### config.mk
export PLATFORM = sky130hd
export DESIGN_NAME = branch_resolve_predict_flat
export DESIGN_NICKNAME = d
export VERILOG_FILES = /design/src/rtl/branch_resolve_predict_if.sv /design/src/rtl/branch_resolve_predict.sv /design/src/flat_wrapper.sv
export SDC_FILE = /design/constraint.sdc
export NUM_CORES = 1
export LEC_CHECK = 0
export BUFFER_PORTS_ARGS = -buffer_cell sky130_fd_sc_hd__clkbuf_2
export CORE_MARGIN = 2
export CORE_UTILIZATION = 59
export DETAILED_ROUTE_END_ITERATION = 16
export GPL_ROUTABILITY_DRIVEN = 1
export PLACE_DENSITY_LB_ADDON = 0.08
export SYNTH_ARGS = -nofsm -noshare
export SYNTH_HDL_FRONTEND = slang
export SYNTH_SLANG_ARGS = --single-unit
### constraint.sdc
create_clock -name clk -period 2.75 [get_ports clk]
set_input_delay 0.1375 -clock clk [delete_from_list [all_inputs] [get_ports clk]]
set_output_delay 0.1375 -clock clk [all_outputs]
set_load 0.02 [all_outputs]
### src/rtl/branch_resolve_predict_if.sv
// Bundle of fetch-side prediction and EX-side resolution signals for
// branch_resolve_predict. "slave" is the branch unit's view, "master" is the
// pipeline's view.
interface branch_resolve_predict_if #(
   parameter int XLEN = 32
);
   logic [XLEN-1:0] fetch_pc;
   logic            pred_taken;
   logic            ex_valid;
   logic            ex_branch;
   logic [2:0]      ex_funct3;
   logic [XLEN-1:0] ex_pc;
   logic            ex_pred_taken;
   logic            equal_out;
   logic            slt_out;
   logic            sltu_out;
   logic            resolve_valid;
   logic            branch_taken;
   logic            mispredict;
   logic            illegal_cond;

   modport master (
      output fetch_pc, ex_valid, ex_branch, ex_funct3, ex_pc, ex_pred_taken,
             equal_out, slt_out, sltu_out,
      input  pred_taken, resolve_valid, branch_taken, mispredict, illegal_cond
   );

   modport slave (
      input  fetch_pc, ex_valid, ex_branch, ex_funct3, ex_pc, ex_pred_taken,
             equal_out, slt_out, sltu_out,
      output pred_taken, resolve_valid, branch_taken, mispredict, illegal_cond
   );
endinterface

### src/rtl/branch_resolve_predict.sv
// Branch resolution and direct-mapped BHT predictor.
// Resolves conditional branches from EX comparator results, registers the
// outcome (one-cycle mispredict pulse) and trains a table of saturating
// counters indexed by pc[IDX_W+1:2]. fetch_pc reads the table combinationally.
// Optional macro BHT_BYPASS_EN: forward the post-update counter to
// pred_taken when fetch and EX hit the same entry in the same cycle.
module branch_resolve_predict #(
   parameter int XLEN        = 32,
   parameter int BHT_ENTRIES = 64,
   parameter int CTR_BITS    = 2
) (
   input logic                    clk,
   input logic                    rst,
   branch_resolve_predict_if.slave bus
);
   localparam int IDX_W = $clog2(BHT_ENTRIES);
   localparam logic [CTR_BITS-1:0] CTR_WNT = CTR_BITS'((1 << (CTR_BITS - 1)) - 1);
   localparam logic [CTR_BITS-1:0] CTR_MAX = '1;
   localparam logic [CTR_BITS-1:0] CTR_ONE = CTR_BITS'(1);

   logic [CTR_BITS-1:0] bht [BHT_ENTRIES];

   logic [IDX_W-1:0]    fetch_idx;
   logic [IDX_W-1:0]    ex_idx;
   logic                resolve;
   logic                cond_taken;
   logic                cond_legal;
   logic                train;
   logic [CTR_BITS-1:0] ex_ctr;
   logic [CTR_BITS-1:0] ctr_next;
   logic                unused_pc_bits;

   assign fetch_idx = bus.fetch_pc[IDX_W+1:2];
   assign ex_idx    = bus.ex_pc[IDX_W+1:2];
   assign resolve   = bus.ex_valid & bus.ex_branch;
   assign train     = resolve & cond_legal;
   assign ex_ctr    = bht[ex_idx];

   // PC bits outside the index field alias by design
   assign unused_pc_bits = ^{bus.fetch_pc[XLEN-1:IDX_W+2], bus.fetch_pc[1:0],
                             bus.ex_pc[XLEN-1:IDX_W+2], bus.ex_pc[1:0]};

   // Evaluate the branch condition selected by funct3
   always_comb begin
      cond_taken = 1'b0;
      cond_legal = 1'b1;
      case (bus.ex_funct3)
         3'b000:  cond_taken = bus.equal_out;
         3'b001:  cond_taken = ~bus.equal_out;
         3'b100:  cond_taken = bus.slt_out;
         3'b101:  cond_taken = ~bus.slt_out;
         3'b110:  cond_taken = bus.sltu_out;
         3'b111:  cond_taken = ~bus.sltu_out;
         default: cond_legal = 1'b0;
      endcase
   end

   // Saturating counter step for the EX entry
   always_comb begin
      ctr_next = ex_ctr;
      if (cond_taken) begin
         if (ex_ctr != CTR_MAX) ctr_next = ex_ctr + CTR_ONE;
      end else begin
         if (ex_ctr != '0) ctr_next = ex_ctr - CTR_ONE;
      end
   end

   // Prediction read for the fetch PC
   always_comb begin
`ifdef BHT_BYPASS_EN
      if (train && (fetch_idx == ex_idx))
         bus.pred_taken = ctr_next[CTR_BITS-1];
      else
         bus.pred_taken = bht[fetch_idx][CTR_BITS-1];
`else
      bus.pred_taken = bht[fetch_idx][CTR_BITS-1];
`endif
   end

   // Register resolution outputs and train the table; reset wins over a resolve
   always_ff @(posedge clk) begin
      if (rst) begin
         for (int unsigned i = 0; i < BHT_ENTRIES; i++) bht[IDX_W'(i)] <= CTR_WNT;
         bus.resolve_valid <= 1'b0;
         bus.branch_taken  <= 1'b0;
         bus.mispredict    <= 1'b0;
         bus.illegal_cond  <= 1'b0;
      end else begin
         bus.resolve_valid <= resolve;
         bus.branch_taken  <= resolve & cond_taken;
         bus.mispredict    <= resolve & (cond_taken != bus.ex_pred_taken);
         bus.illegal_cond  <= resolve & ~cond_legal;
         if (train) bht[ex_idx] <= ctr_next;
      end
   end
endmodule

### src/flat_wrapper.sv
// flat-port wrapper written by rule: the top's interface ports become plain ports
module branch_resolve_predict_flat 
#(
   parameter int XLEN        = 32,
   parameter int BHT_ENTRIES = 64,
   parameter int CTR_BITS    = 2
)
  (clk, rst, bus_fetch_pc, bus_ex_valid, bus_ex_branch, bus_ex_funct3, bus_ex_pc, bus_ex_pred_taken, bus_equal_out, bus_slt_out, bus_sltu_out, bus_pred_taken, bus_resolve_valid, bus_branch_taken, bus_mispredict, bus_illegal_cond);
  branch_resolve_predict_if #(.XLEN(XLEN)) bus_i ();
  input logic clk;
  input logic rst;
  input wire logic [$bits(bus_i.fetch_pc)-1:0] bus_fetch_pc;
  input wire logic [$bits(bus_i.ex_valid)-1:0] bus_ex_valid;
  input wire logic [$bits(bus_i.ex_branch)-1:0] bus_ex_branch;
  input wire logic [$bits(bus_i.ex_funct3)-1:0] bus_ex_funct3;
  input wire logic [$bits(bus_i.ex_pc)-1:0] bus_ex_pc;
  input wire logic [$bits(bus_i.ex_pred_taken)-1:0] bus_ex_pred_taken;
  input wire logic [$bits(bus_i.equal_out)-1:0] bus_equal_out;
  input wire logic [$bits(bus_i.slt_out)-1:0] bus_slt_out;
  input wire logic [$bits(bus_i.sltu_out)-1:0] bus_sltu_out;
  output wire logic [$bits(bus_i.pred_taken)-1:0] bus_pred_taken;
  output wire logic [$bits(bus_i.resolve_valid)-1:0] bus_resolve_valid;
  output wire logic [$bits(bus_i.branch_taken)-1:0] bus_branch_taken;
  output wire logic [$bits(bus_i.mispredict)-1:0] bus_mispredict;
  output wire logic [$bits(bus_i.illegal_cond)-1:0] bus_illegal_cond;
  assign bus_i.fetch_pc = bus_fetch_pc;
  assign bus_i.ex_valid = bus_ex_valid;
  assign bus_i.ex_branch = bus_ex_branch;
  assign bus_i.ex_funct3 = bus_ex_funct3;
  assign bus_i.ex_pc = bus_ex_pc;
  assign bus_i.ex_pred_taken = bus_ex_pred_taken;
  assign bus_i.equal_out = bus_equal_out;
  assign bus_i.slt_out = bus_slt_out;
  assign bus_i.sltu_out = bus_sltu_out;
  assign bus_pred_taken = bus_i.pred_taken;
  assign bus_resolve_valid = bus_i.resolve_valid;
  assign bus_branch_taken = bus_i.branch_taken;
  assign bus_mispredict = bus_i.mispredict;
  assign bus_illegal_cond = bus_i.illegal_cond;
  branch_resolve_predict #(.XLEN(XLEN), .BHT_ENTRIES(BHT_ENTRIES), .CTR_BITS(CTR_BITS)) u_core (.clk(clk), .rst(rst), .bus(bus_i));
endmodule
==> results.md <==
- HPWL after DPL: 14.2 mm
- Initial Utilization: 60.5%
- Sequential fraction of the synthesis area: 53.7%
- Synth-to-layout area growth: 13.9%
- FFs w/ async S/R, synth: 0%
- Crit start category: register
- Synth top area share: 52.6%
- Max-Cap Viols: 0
- Simple-gate share of the synthesized area: 18.9%
- Clock sinks: 132
- Post-synth EDFFs: 128
- DR WL/cell: 23.9 um
- Slowest-stage cell, CP: a2111oi_2
- DR DRC count: 0
- Most common cell in the synthesized netlist: edfxtp_1
- WL final: 20.5 mm
- Pleak: 2.92 nW
- # setup viols final: 0
- Final WS setup: 0.114 ns
- XOR/XNOR share of the synthesized area: 0.360%
- Initial antenna violation count: 0
- TritonRoute pass-1 iters: 5
- Die Ht: 115 um
- Synthesized flop and latch total: 132
- Maximum VDD drop: 0.505 mV
- Commonest cells post-synth: edfxtp_1, nor2_1, nand2_1
- Delay-heaviest family, CP: compound AO/OA/AOI/OAI gates
- # H-tree levels: 4
- Reg2reg setup slack: 0.11 ns
- Post-synthesis cell count: 638
- Hold Crit Start: bus_ex_funct3[1]
- Min cycle time layout: 2.64 ns
- Longest Clk Path Bufs: 2
- Vias: 5,611
- CTS tree: done
- Clk slew on worst S/H paths: 0.05 ns
- Cells on worst reg2reg path: 8
- Largest family of logic cells by synthesized area: simple AND/OR/NAND/NOR gates
- Synth Warn #: 0
- # nets final: 755
- Dpl ws: -0.249 ns
- Layout cell share with drive strength beyond 1: 23.4%
- CORE AREA: 12,100 um^2
- Crit path cell chain: nor2b_1, a32o_1, o311ai_1, o221ai_1, a2111oi_2, maj3_2, buf_4, nor4_1
- Pins over their slew limit: 0
- Fin crit share: 95.9%
- Antenna Violating Nets Remaining: 0
- Congestion Overflow GR: 0
- Syn Area/Cell: 11.4 um^2
- Total Routing Usage GR: 33.0%
- Final hold vios: 0
- CP peak stage delay: 0.42 ns
- Hold WS: 0.0132 ns
- Post-synthesis adder-cell area fraction: 0.291%
- Worst flop-to-flop path startpoint: u_core.bht[56][0]
- Synth area leaders: edfxtp_1, mux4_2, mux2i_1, nand3_1, nor2_1
- RSZ-0062 raised after global routing: false
- Vias per inst: 6.53
- Cell taking the most area after synthesis: edfxtp_1
- CP Max Fanout: 15
- Std-Cell Rows: 40
- Filler cells: 912
- Status: finished, final reports clean
- HP Class: in2reg
- Worst path arrival time: 2.78 ns
- Die ar.: 13,300 um^2
- Largest net degree at the start of global routing: 65
- Worst hold endpoint: u_core.bus.illegal_cond
- Worst-Margin Slew: 0.713 ns
- CP Capture Type: register
- Worst clock skew: 0.00607 ns
- Worst reg2reg path endpoint: u_core.bht[18][1]
- Total Power: 4.97 mW
- Power per cell area: 597 nW/um^2
- Clock latency at the later pin of the worst-skew pair: 0.42 ns
- # port buffers: 27
- Post-synthesis cell area: 7300 um^2
- Critical Path RT: 2.89 ns
- First-pass GRT wire length: 31.2 mm
- Max Clk Rate: 379 MHz
- Synth cell types: 47
- Initial DRC Count: 636
- Clock root buffer: clkbuf_16
- Routability Congestion: 0.971
- # diodes: 0
- Hold path depth: 2
- Slew Limit Headroom: 52.3%
- TritonCTS Buffers: 17
- Post-synthesis mux area share: 14.3%
- Die width: 115 um
- Vias in the first global route: 5,490
- CP Buf/Inv Count: 1
- Main synth FF type: edfxtp_1
- I/O Pins: 80
- Compound-gate portion of the synthesized area: 7.52%
- Syn nets: 713
- Critical path class: reg2reg
sequential cells by signal, summed over array words and instances (netlist names):
name,count
u_core.bus.mispredict,1
u_core.bht,128
u_core.bus.resolve_valid,1
u_core.bus.illegal_cond,1
u_core.bus.branch_taken,1
worst max-delay path by stage:
stage,startpoint,cells past startpoint,slack [ns],endpoint
after floorplan,bus_fetch_pc[2],6,0.17,bus_pred_taken
after global placement,bus_ex_pc[4],10,-0.21,u_core.bht[6][1]
after detailed placement,bus_ex_pc[4],10,-0.25,u_core.bht[15][1]
after CTS,u_core.bht[56][0],8,0.04,u_core.bht[15][1]
after global routing,u_core.bht[56][0],8,0.02,u_core.bht[18][1]
final,u_core.bht[56][0],8,0.11,u_core.bht[18][1]
stage by stage:
step	setup TNS [ns]	cells	utilization (%)	instance area, um^2
final	0	859	69.0	8320
after CTS	0	859	68.9	8310
after floorplan	0	638	-	7300
after global placement	-13.23	828	64.6	7790
after detailed placement	-14.03	828	64.6	7790
after global routing	0	859	69.0	8320
worst register-to-register path, cell delays in order (launching register included):
cell	delay [ns]
edfxtp_1	0.40
nor2b_1	0.16
a32o_1	0.21
o311ai_1	0.33
o221ai_1	0.23
a2111oi_2	0.42
maj3_2	0.31
buf_4	0.23
nor4_1	0.07
timing repair:
| action | in CTS | in global routing |
|---|---|---|
| hold buffers | 1 | 0 |
| buffers inserted | 0 | 0 |
| setup endpoints to repair | 24 | 64 |
| pin swaps | 0 | 1 |
| hold endpoints to repair | 1 | 0 |
| resized for setup | 1 | 1 |
area by class of cell:
cell class | count | area [um^2] | area share (%)
flip-flops and latches | 132 | 3920 | 47.2
inverters | 4 | 15.0 | 0.181
clock buffers | 22 | 444 | 5.34
well taps | 168 | 210 | 2.53
repair buffers | 88 | 633 | 7.61
clock inverters | 8 | 62.6 | 0.752
multi-input cells | 437 | 3030 | 36.4
layout by cell type, fill, tap and decap left out, types with 20 or more instances in the layout:
| cell | Yosys | layout |
|---|---|---|
| or2_2 | 20 | 20 |
| clkbuf_2 | 0 | 27 |
| edfxtp_1 | 128 | 128 |
| mux2i_1 | 49 | 49 |
| nand2b_1 | 31 | 31 |
| mux4_2 | 22 | 22 |
| buf_4 | 12 | 57 |
| nand3_1 | 52 | 52 |
| nor3_1 | 34 | 33 |
| nor2_1 | 58 | 58 |
| nand2_1 | 56 | 56 |
routing by layer:
metal | part of all wire [%] | GRT usage, % | up-vias
met4 | 3.4 | 15.7 | 0
met3 | 11 | 9.23 | 53
met5 | 0 | 0 | -
met2 | 47 | 49.9 | 336
met1 | 39 | 44.4 | 2748
li1 | - | - | 2474
where the power goes:
part,switching [mW],internal [mW],total (mW)
Sequential,0.0271,2.25,2.28
Clock,0.792,1.21,2.01
Combinational,0.426,0.260,0.686
cells by family (layout without fill, tap and decap cells):
family / count (synthesis) / in the layout
AND/OR/NAND/NOR: 283 / 283
flip-flops: 132 / 132
multiplexers: 76 / 76
AO/OA/AOI/OAI: 73 / 73
buffers and inverters: 69 / 122
XOR/XNOR: 3 / 3
adder cells (fa/ha/maj): 2 / 2
(Power assumes the default switching activity.)
